### config.mk
export PLATFORM = sky130hd
export DESIGN_NAME = contador_modulo
export DESIGN_NICKNAME = d
export VERILOG_FILES = /design/src/rtl/contador_modulo.sv
export SDC_FILE = /design/constraint.sdc
export NUM_CORES = 1
export LEC_CHECK = 0
export ABC_AREA = 1
export BUFFER_PORTS_ARGS = -buffer_cell sky130_fd_sc_hd__buf_2
export CORE_UTILIZATION = 25
export DETAILED_ROUTE_END_ITERATION = 12
export PLACE_DENSITY = 0.44
export SETUP_SLACK_MARGIN = 0.5
export SLEW_MARGIN = 30
export SYNTH_ARGS = -nofsm -noshare
export SYNTH_HDL_FRONTEND = slang
export SYNTH_SLANG_ARGS = --single-unit
### constraint.sdc
create_clock -name clk -period 1.5 [get_ports clk]
set_input_delay 0.075 -clock clk [delete_from_list [all_inputs] [get_ports clk]]
set_output_delay 0.075 -clock clk [all_outputs]
set_load 0.1 [all_outputs]
### src/rtl/contador_modulo.sv
// contador_modulo: parametrised modulo-N up/down counter.
// Steps on the rising edge of nxt, with synchronous clear and load, wrap or
// saturate at the limits, and one-cycle overflow/underflow pulses.
module contador_modulo #(
  parameter int unsigned WIDTH = 4,
  parameter int unsigned MAX   = (2**WIDTH) - 1,
  parameter bit          WRAP  = 1'b1
) (
  input  logic             clk,
  input  logic             rst_n,
  input  logic             nxt,
  input  logic             dir,
  input  logic             clr,
  input  logic             ld,
  input  logic [WIDTH-1:0] ld_val,
  output logic [WIDTH-1:0] cuenta,
  output logic             empty,
  output logic             full,
  output logic             ovf,
  output logic             und
);

  localparam logic [WIDTH-1:0] MAX_V  = WIDTH'(MAX);
  localparam logic [WIDTH-1:0] ZERO_V = '0;
  localparam logic [WIDTH-1:0] ONE_V  = WIDTH'(1);

  logic             nxt_q;
  logic             step;
  logic [WIDTH-1:0] cuenta_d;
  logic             ovf_d;
  logic             und_d;

  // A step is the 0->1 transition of nxt.
  assign step = nxt & ~nxt_q;

  // Next-count selection; limits are compared before any arithmetic so the
  // count never passes through a value above MAX.
  always_comb begin
    cuenta_d = cuenta;
    ovf_d    = 1'b0;
    und_d    = 1'b0;
    if (clr) begin
      cuenta_d = ZERO_V;
    end else if (ld) begin
      cuenta_d = (ld_val > MAX_V) ? MAX_V : ld_val;
    end else if (step) begin
      if (dir) begin
        if (cuenta == MAX_V) begin
          ovf_d    = 1'b1;
          cuenta_d = WRAP ? ZERO_V : MAX_V;
        end else begin
          cuenta_d = cuenta + ONE_V;
        end
      end else begin
        if (cuenta == ZERO_V) begin
          und_d    = 1'b1;
          cuenta_d = WRAP ? MAX_V : ZERO_V;
        end else begin
          cuenta_d = cuenta - ONE_V;
        end
      end
    end
  end

  // State register; nxt_q resets high so a held nxt at release is not a step.
  always_ff @(posedge clk or negedge rst_n) begin
    if (!rst_n) begin
      cuenta <= ZERO_V;
      nxt_q  <= 1'b1;
      ovf    <= 1'b0;
      und    <= 1'b0;
    end else begin
      cuenta <= cuenta_d;
      nxt_q  <= nxt;
      ovf    <= ovf_d;
      und    <= und_d;
    end
  end

  // Limit flags decoded straight from the count register.
  assign empty = (cuenta == ZERO_V);
  assign full  = (cuenta == MAX_V);

endmodule

Word-level counts from Yosys, hierarchy flattened. Cells that the tools add are included.

Bits in registers: 7. Word-level logic and storage cells: 29. Input port bits: 10.

Reduce and logical (&&, ||, !) cells: 2. Bitwise gates (word level): 2. $add $sub $neg: 2. Mux-type cells: 17. Equality and inequality tests: 1. Magnitude comparators: 1.

Operators with widths (count): $mux W4 (7); $mux W1 (10); $add A4 B1 Y4 const B (1); $eq A4 B4 Y1 const B (1); $gt A4 B4 Y1 const B (1); $logic_not A4 Y1 (1); $sub A4 B1 Y4 const B (1); $reduce_bool A3 Y1 (1); $and A1 B1 Y1 (1); $not A1 Y1 (1).

Logic depth before layout (Yosys ltp). Gate-level depths: netlist of the first run.

Word-level depth: 6. Depth in mapped cells: 10. Mapped depth without buffers: 9.

Least setup slack after synthesis of the first run. OpenSTA, ideal clock, no wires.

Kind: reg2reg. Start point: register cuenta[0]. End point: register cuenta[0]. Data arrival time: 2.878 ns. Stages on the path, launching flop included: 9. Period minus slack after synthesis: 2.954 ns. Buffers on the path: 0. Slack: -1.454 ns. Cell sequence: dfrtp_1 inv_1 ha_1 inv_1 nor3_2 nand2_1 nand3_1 nand2_1 o21ai_2.

Longest elaborated chain between the ends: 6. Elaborated cells on any way between the ends: 10. Classes of those cells: add/sub (2); eq/ne (1); mux (6); reduce/logical (1).

RTL lines: from (decl) (RTL line 16) `output logic [WIDTH-1:0] cuenta,`; from (signal assigned) (RTL line 73) `cuenta <= cuenta_d;`; $logic_not A4 Y1; via empty (RTL line 17) `output logic empty,`; $mux W4 (RTL line 55) `if (cuenta == ZERO_V) begin`; $mux W4 (RTL line 47) `if (dir) begin`; $mux W4 (RTL line 46) `end else if (step) begin`; $mux W4 (RTL line 44) `end else if (ld) begin`; $mux W4 (RTL line 42) `if (clr) begin`.

The timed path passes the listed nets, and every way through them passes these cells. The select of a mux whose other input is x is not followed. A chain may end at the register's enable or synchronous reset.

Final worst setup path of the first run.
Start point: register cuenta[1]. End point: output empty.

Longest elaborated chain between the ends: 1.

RTL lines: $logic_not A4 Y1 (RTL line 81) `assign empty = (cuenta == ZERO_V);`; to (decl) (RTL line 17).

Every way passes these cells.

==> flow_summary.toml, run 1 <==
[run_status]
status = "completed"

[synth]
synth-edff-count = 0
async_flop_share_pct = 100
yosys_register_bits = 7
synthTopCellsByCount = "nand2_1, inv_1, nand3_1"
synth_area_um2 = 488
yosys.area.top_type = "dfrtp_1"
ys_seq_area_share_pct = 36.2
yosys_most_used_dff = "dfrtp_1"
post-synth-top-count-cell = "nand2_1"
postSynthAreaPerCell_um2 = 6.97
ys_warn_count = 0
synth_cells = 70
synth_top_area_share_pct = 30.8
synthTopCellsByArea = "dfrtp_1, nand2_1, nand3_1"
yosys.cell_types.count = 19
syn_nets = 82

[power]
comb_power_share_pct = 47.2
switchingPower_w = 0.000308
p_leak_nw = 0.418
switching_share_pct = 40.7
power.density_nw_per_um2 = 848
ir_worst_vdd_v = 0.000418
p_seq_share_pct = 30.3
internal_power_w = 0.000449
p_clk_share_pct = 22.5

[route]
vias = 550
route.antenna.remaining_nets = 0
drt_iter0_drc = 7
firstDrtPassIters = 4
vias_per_cell = 4.37
drt_drc_violations_left = 0
avgRoutedWirePerCell_um = 10.6
totalWireLength_mm = 1.34

[cells_and_area]
final_cells = 126
final_cell_area_um2 = 893
multi_input_comb_area_um2 = 318
drive_above_1_share_pct = 51.5
final_util_pct = 50.1
n_antenna_cell = 0
area_delta_synth_final_pct = 83.1
nFillCells = 178
nNetsFinal = 114
regArea_um2 = 189

[clock_tree]
cts_tree = "done"
cts.sinks = 7
path_clk_slew_ps = 50
insertion_delay_ps = 250
cts_buffer_depth = 2
cts_buffers = 3
htree_levels = 1
clockRootBuffer = "clkbuf_4"

[sta]
rsz0062_at_grt = "yes"
timing.final.crit_period_ps = 1480
finalMaxSlewViolations = 0
worst_pin_slew_ps = 484
fin_crit_sh_pct = 98.6
fin_worst_skew_ps = 4.68
fmaxAchievable_mhz = 676
relSlewSlack_pct = 67.9
finalHoldViolations = 0
setup_viol = 0

[placed_design]
place_inst = 111
post_dp_cell_area_um2 = 668
io_buffers = 17
place_congestion = 0.697
dp_hpwl_um = 944

[worst_setup_path]
worstSetupPathType = "flop to primary output"
cp.arrival_ps = 1400
cp-start-kind = "flop"
reg2reg_from = "cuenta[1]$_DFFE_PN0P_"
crit_path_start = "cuenta[1]$_DFFE_PN0P_"
cp_data_required_time_ps = 1420
regToRegSetupSlack_ps = 40
cp_max_fo = 3
worst_setup_path_end_kind = "primary output"
reg2reg_depth = 10

[floorplanning]
initial_core_util_pct = 27.4
core_um2 = 1780
core.rowCount = 15
die_area_um2 = 2130
die_w_um = 46.2
die_h_um = 46.2
io_pins = 18

[min_path]
hold_class = "primary input to flop"
hold_start = "clr"
holdPathStages = 4

[grt]
grt_overflow_total = 0
grt_antenna_before_repair = 0
grt_pass1_vias = 486
grt_max_degree = 10
grt_util_all_layers_pct = 14.4
grt_pass1_wl_mm = 2.08

[flow_run]
cap_violations = 0
==> critical path: stages (launching register included) <==
cell	delay [ps]
dfrtp_4	500
inv_4	80
ha_4	130
inv_2	40
nor3_4	190
buf_12	210
==> metal layers <==
metal	GRT usage (%)	part of all wire (%)	routed length, um
met4	8.82	0	0
met3	2.75	4.0	54
met1	18.8	48	638
met2	21.7	48	645
met5	0	0	0
==> placed cells by master, fill, tap and decap left out, types with 2 or more instances in the layout <==
| master | netlist | routed |
|---|---|---|
| buf_2 | 0 | 10 |
| nor2_1 | 3 | 3 |
| inv_2 | 1 | 2 |
| inv_1 | 12 | 8 |
| nand2_1 | 18 | 15 |
| o21ai_1 | 7 | 7 |
| dfrtp_1 | 6 | 2 |
| clkbuf_4 | 0 | 3 |
| buf_4 | 0 | 7 |
| buf_6 | 1 | 4 |
| dlygate4sd3_1 | 0 | 2 |
| buf_12 | 0 | 5 |
| dfrtp_4 | 0 | 3 |
| or2_1 | 2 | 2 |
| nand3_1 | 9 | 6 |
| nand2_2 | 0 | 2 |
| nand3_2 | 0 | 2 |
==> logic make-up (layout without fill, tap and decap cells) <==
family                     Yosys count  after routing  share of synthesized area (%)
xor gates and xnor gates             1              1                           1.80
DFF                                  7              7                           36.2
and+or+nand+nor                     36             36                           33.6
buffers and inverters               14             45                           12.3
adders and majority gates            2              2                           5.13
AOI/OAI and AO/OA                   10             10                           11.0
==> sequential cells by signal, summed over array words and instances (netlist names) <==
name    flops
cuenta      4
nxt_q       1
ovf         1
und         1
==> area by class of cell <==
class | instances | share of cell area (%)
clock inverter | 1 | 0.560
clock buffer | 3 | 2.52
tap | 25 | 3.50
inverter | 13 | 6.72
timing repair buffer | 28 | 30.0
multi-input combinational | 49 | 35.6
sequential | 7 | 21.1
==> through the flow <==
stage          setup TNS [ps]  power (W)  hold slack [ps]  worst slack [ps]
3_5_place_dp                0   0.000498            -87.1              67.1
3_3_place_gp                0   0.000498            -81.2              70.4
6_report                    0   0.000757              113              21.3
4_1_cts                 -7.20   0.000732              111             -3.75
5_1_grt                 -51.8   0.000804              148             -27.6
2_1_floorplan           -1620   0.000430             -221              -678
==> power groups by stage <==
stage | clock network, W | logic [W] | registers (W)
6_report | 0.000170 | 0.000358 | 0.000229
5_1_grt | 0.000192 | 0.000381 | 0.000231
4_1_cts | 0.000180 | 0.000324 | 0.000227
3_5_place_dp | 0 | 0.000265 | 0.000233
3_3_place_gp | 0 | 0.000265 | 0.000233
2_1_floorplan | 0 | 0.000137 | 0.000293
==> repair_timing <==
| action | 4_1_cts | 5_1_grt |
|---|---|---|
| endpoints found under the hold margin | 8 | 0 |
| endpoints found under the setup margin | 14 | 12 |
| buffers inserted | 5 | 4 |
| pin swaps | 2 | 6 |
| gates resized for setup | 19 | 11 |
| hold buffers | 2 | 0 |
| gates cloned | 0 | 0 |
==> final timing paths <==
| kind | endpoint |
|---|---|
| max in group asynchronous | nxt_q$_DFF_PN1_ |
| worst min-delay path | cuenta[3]$_DFFE_PN0P_ |
| worst max-delay path | empty |
| worst max register to register | cuenta[0]$_DFFE_PN0P_ |
| worst min register to register | cuenta[3]$_DFFE_PN0P_ |
| min in group asynchronous | ovf$_DFF_PN0_ |
No activity file was read; power rests on OpenSTA's default activity.
==> run 2: changes to the inputs <==
--- a/config.mk
+++ b/config.mk
@@ -7,9 +7,10 @@
 export LEC_CHECK = 0
 export ABC_AREA = 1
 export BUFFER_PORTS_ARGS = -buffer_cell sky130_fd_sc_hd__buf_2
-export CORE_UTILIZATION = 25
+export CORE_AREA = 8 8 45 47
 export DETAILED_ROUTE_END_ITERATION = 12
-export PLACE_DENSITY = 0.44
+export DIE_AREA = 0 0 53 55
+export PLACE_DENSITY = 0.6
 export SETUP_SLACK_MARGIN = 0.5
 export SLEW_MARGIN = 30
 export SYNTH_ARGS = -nofsm -noshare
==> flow_summary.toml, run 2 (synthesis gave the netlist of run 1 again) <==
[min_path]
hold_start = "clr"
holdPathStages = 4
min_to = "cuenta[3]$_DFFE_PN0P_"
hold_class = "primary input to flop"

[power]
ir_worst_vdd_v = 0.000439
p_total_w = 0.000758
power.density_nw_per_um2 = 873
switching_share_pct = 41.4
p_seq_share_pct = 30.0
p_clk_share_pct = 23.8
internal_power_w = 0.000444
comb_power_share_pct = 46.2
p_leak_nw = 0.412
switchingPower_w = 0.000314

[grt]
grt_pass1_wl_mm = 2.33
grt_antenna_before_repair = 0
grt_pass1_vias = 567
grt_overflow_total = 0
grt_max_degree = 10
grt_util_all_layers_pct = 10.6

[sta]
rsz0062_at_grt = "yes"
fin_worst_skew_ps = 2.23
fmaxAchievable_mhz = 685
timing.final.crit_period_ps = 1460
finalHoldViolations = 0
finalMaxSlewViolations = 0
fin_ws_ps = 39.8
hold_ws_ps = 115
worst_pin_slew_ps = 279
setup_viol = 0
fin_crit_sh_pct = 97.3
relSlewSlack_pct = 81.5

[cells_and_area]
layout.cells.most_common_list = "nand2_1, buf_2, inv_1, buf_4"
n_antenna_cell = 0
drive_above_1_share_pct = 49.0
top_register = "cuenta"
final_common_cell = "nand2_1"
nFillCells = 135
nNetsFinal = 113
largest_register_ffs = 4
area_delta_synth_final_pct = 77.9

[floorplanning]
die_h_um = 55
core.rowCount = 14
initial_core_util_pct = 35.3
io_pins = 18
die_area_um2 = 2920
core_um2 = 1380
die_w_um = 53

[worst_setup_path]
critPathBufInv = 3
cp-start-kind = "flop"
crit_path_start = "cuenta[1]$_DFFE_PN0P_"
r2r-end = "cuenta[0]$_DFFE_PN0P_"
cp_data_required_time_ps = 1420
reg2reg_from = "cuenta[1]$_DFFE_PN0P_"
regToRegSetupSlack_ps = 120
cp.arrival_ps = 1390
worst_setup_path_end_kind = "primary output"
critPathTopFamily = "flip-flops"
crit_slowest_cell = "dfrtp_4"
max_stage_delay_ps = 500
worstPathCellList = "inv_4 -> ha_4 -> inv_2 -> nor3_4 -> buf_12"
reg2reg_depth = 9
worstSetupPathType = "flop to primary output"
cp_max_fo = 3

[placed_design]
place_congestion = 0.818
place_worst_setup_slack_ps = 104
io_buffers = 17
dp_hpwl_um = 998

[clock_tree]
cts_buffers = 3
cts_buffer_depth = 2
htree_levels = 1
cts_tree = "done"
clockRootBuffer = "clkbuf_4"
insertion_delay_ps = 260
cts.sinks = 7
path_clk_slew_ps = 60

[route]
drt_iter0_drc = 8
totalWireLength_mm = 1.34
vias_per_cell = 4.74
drt_drc_violations_left = 0
route.antenna.remaining_nets = 0
avgRoutedWirePerCell_um = 11.6
vias = 550
firstDrtPassIters = 4

[run_status]
status = "completed"

[flow_run]
cap_violations = 0
[run 2: cell count changes in the layout (fill, tap and decap cells not counted), sizes merged]
cell	change
buf	-1
clkinv	-1
inv	+1
[run 2: tightest hold or removal path, stage by stage]
cell     delay (ps)
buf_2            80
nor2_1           60
nand3_1          80
nand2_1          50
[run 2: stage by stage]
step	setup TNS [ps]	util (%)	instance area (um^2)	cells
4_1_cts	0	61.1	846	115
5_1_grt	-20.8	62.7	868	116
6_report	0	62.7	868	116
2_1_floorplan	-1620	-	533	70
3_5_place_dp	0	47.5	657	102
3_3_place_gp	0	47.5	657	102
[run 2: how the worst max path moves through the flow]
| stage | end | slack [ps] | cells past startpoint |
|---|---|---|---|
| 2_1_floorplan | cuenta[0]$_DFFE_PN0P_ | -680 | 8 |
| 3_3_place_gp | cuenta[0]$_DFFE_PN0P_ | 100 | 8 |
| 3_5_place_dp | cuenta[0]$_DFFE_PN0P_ | 100 | 8 |
| 4_1_cts | empty | 50 | 5 |
| 5_1_grt | empty | -20 | 5 |
| 6_report | empty | 40 | 5 |
[run 2: final cells by class]
| type | instances | area, um^2 | share of cell area [%] |
|---|---|---|---|
| tap | 16 | 20.0 | 2.31 |
| inverter | 13 | 57.6 | 6.63 |
| clock inverter | 1 | 5.00 | 0.576 |
| timing repair buffer | 27 | 263 | 30.3 |
| multi-input combinational | 49 | 312 | 35.9 |
| sequential | 7 | 189 | 21.8 |
| clock buffer | 3 | 22.5 | 2.59 |
[run 2: layer usage]
metal / vias to the layer above / wire length (um) / track usage, % / part of all wire, %
met5: - / 0 / 0 / 0
li1: 282 / - / - / -
met1: 251 / 621 / 12.1 / 46
met3: 2 / 58 / 0.802 / 4.3
met2: 15 / 639 / 18.2 / 48
met4: 0 / 23 / 7.76 / 1.7
[run 2: power groups by stage]
stage | Sequential (W) | Combinational [W] | Clock (W)
after global routing | 0.000230 | 0.000375 | 0.000188
after CTS | 0.000226 | 0.000343 | 0.000182
after floorplan | 0.000293 | 0.000137 | 0
after detailed placement | 0.000233 | 0.000265 | 0
final | 0.000228 | 0.000350 | 0.000180
after global placement | 0.000232 | 0.000264 | 0
[run 2: what timing repair did]
| action | CTS | global route |
|---|---|---|
| gates resized for setup | 24 | 3 |
| buffers inserted | 7 | 1 |
| setup endpoints to repair | 14 | 12 |
| pin swaps | 2 | 0 |
| endpoints found under the hold margin | 8 | 0 |
| hold buffers | 2 | 0 |
==> run 3: changes to the inputs <==
--- a/config.mk
+++ b/config.mk
@@ -7,7 +7,9 @@
 export LEC_CHECK = 0
 export ABC_AREA = 1
 export BUFFER_PORTS_ARGS = -buffer_cell sky130_fd_sc_hd__buf_2
+export CAP_MARGIN = 5
 export CORE_AREA = 8 8 45 47
+export CTS_BUF_LIST = sky130_fd_sc_hd__clkbuf_2
 export DETAILED_ROUTE_END_ITERATION = 12
 export DIE_AREA = 0 0 53 55
 export PLACE_DENSITY = 0.6
==> flow_summary.toml, run 3 (synthesis gave the netlist of run 1 again) <==
[run_status]
status = "completed"

[sta]
finalHoldViolations = 0
timing.final.crit_period_ps = 1430
rsz0062_at_grt = "yes"
fin_worst_skew_ps = 9.47
fin_crit_sh_pct = 95.0
tns_ps = 0
hold_ws_ps = 129
worst_pin_slew_ps = 279
relSlewSlack_pct = 81.5
fin_ws_ps = 74.3
fmaxAchievable_mhz = 701
setup_viol = 0
finalMaxSlewViolations = 0

[worst_setup_path]
regToRegSetupSlack_ps = 120
cp.arrival_ps = 1350
cp-start-kind = "flop"
cp_data_required_time_ps = 1420
worst_setup_path_end_kind = "primary output"
reg2reg_depth = 9
r2r-end = "cuenta[0]$_DFFE_PN0P_"
worstSetupPathType = "flop to primary output"
cp_max_fo = 4
reg2reg_from = "cuenta[0]$_DFFE_PN0P_"

[placed_design]
place_inst = 102
dp_hpwl_um = 998
place_congestion = 0.818
place_worst_setup_slack_ps = 104
io_buffers = 17

[min_path]
holdPathStages = 4
hold_class = "primary input to flop"
min_to = "cuenta[3]$_DFFE_PN0P_"
hold_start = "clr"

[floorplanning]
die_w_um = 53
die_h_um = 55
core_um2 = 1380
initial_core_util_pct = 35.3
die_area_um2 = 2920
io_pins = 18
core.rowCount = 14

[cells_and_area]
area_delta_synth_final_pct = 77.2
top_register = "cuenta"
final_cells = 117
nNetsFinal = 114
n_antenna_cell = 0
multi_input_comb_area_um2 = 312
final_common_cell = "nand2_1"
drive_above_1_share_pct = 49.5
largest_register_ffs = 4
nFillCells = 131
regArea_um2 = 189
layout.cells.most_common_list = "nand2_1, buf_2, buf_4"

[clock_tree]
cts_buffers = 3
htree_levels = 1
clockRootBuffer = "clkbuf_2"
cts.sinks = 7
cts_tree = "done"
path_clk_slew_ps = 80
cts_buffer_depth = 2
insertion_delay_ps = 240

[route]
route.antenna.remaining_nets = 0
drt_drc_violations_left = 0
firstDrtPassIters = 4
vias = 564
avgRoutedWirePerCell_um = 11.4
totalWireLength_mm = 1.33
drt_iter0_drc = 16
vias_per_cell = 4.82

[grt]
grt_max_degree = 10
grt_pass1_vias = 560
grt_pass1_wl_mm = 2.33
grt_overflow_total = 0
grt_antenna_before_repair = 0
grt_util_all_layers_pct = 10.8

[power]
ir_worst_vdd_v = 0.000447
power.density_nw_per_um2 = 825
p_leak_nw = 0.414

[flow_run]
cap_violations = 0
[run 3: cell types whose count changed in the layout (fill, tap and decap cells not counted), sizes merged]
cell  change
buf       +1
[run 3: metal layers]
metal | wire, um | GRT usage (%)
met2 | 641 | 18.0
met4 | 30 | 10.3
met3 | 82 | 0.802
met1 | 578 | 12.1
met5 | 0 | 0
[run 3: cell type report]
| cell class | instances | share of cell area, % |
|---|---|---|
| Multi-Input combinational cell | 49 | 36.0 |
| Timing Repair Buffer | 28 | 30.8 |
| Sequential cell | 7 | 21.9 |
| Inverter | 13 | 6.66 |
| Tap cell | 16 | 2.32 |
| Clock buffer | 3 | 1.74 |
| Clock inverter | 1 | 0.579 |
[run 3: worst max path at each step]
stage	from	endpoint	slack, ps
floorplan	cuenta[0]$_DFFE_PN0P_	cuenta[0]$_DFFE_PN0P_	-680
global placement	cuenta[0]$_DFFE_PN0P_	cuenta[0]$_DFFE_PN0P_	100
detailed placement	cuenta[0]$_DFFE_PN0P_	cuenta[0]$_DFFE_PN0P_	100
CTS	cuenta[1]$_DFFE_PN0P_	empty	50
global route	cuenta[1]$_DFFE_PN0P_	empty	3
finish	cuenta[0]$_DFFE_PN0P_	empty	70
[run 3: repair_timing]
action	4_1_cts	5_1_grt
endpoints found under the hold margin	8	0
setup endpoints to repair	14	12
hold buffers	2	0
setup buffers	7	2
pin swaps	2	2
resized for setup	22	4
[run 3: worst max-delay path: stages, from the launching register on]
cell and delay, ps:
dfrtp_4 510, inv_4 70, ha_4 120, inv_2 40, nor3_4 170, buf_12 200
[run 3: report_power, final]
part / leakage [nW] / internal, W / switching, W
clock network: 0.0164 / 0.0000604 / 0.0000737
logic: 0.313 / 0.000143 / 0.000209
registers: 0.0851 / 0.000205 / 0.0000219
[run 3: per-stage QoR]
step | cell area [um^2] | utilization (%) | power, W
finish | 865 | 62.5 | 0.000713
global placement | 657 | 47.5 | 0.000497
floorplan | 533 | - | 0.000430
CTS | 830 | 59.9 | 0.000706
global route | 865 | 62.5 | 0.000751
detailed placement | 657 | 47.5 | 0.000498
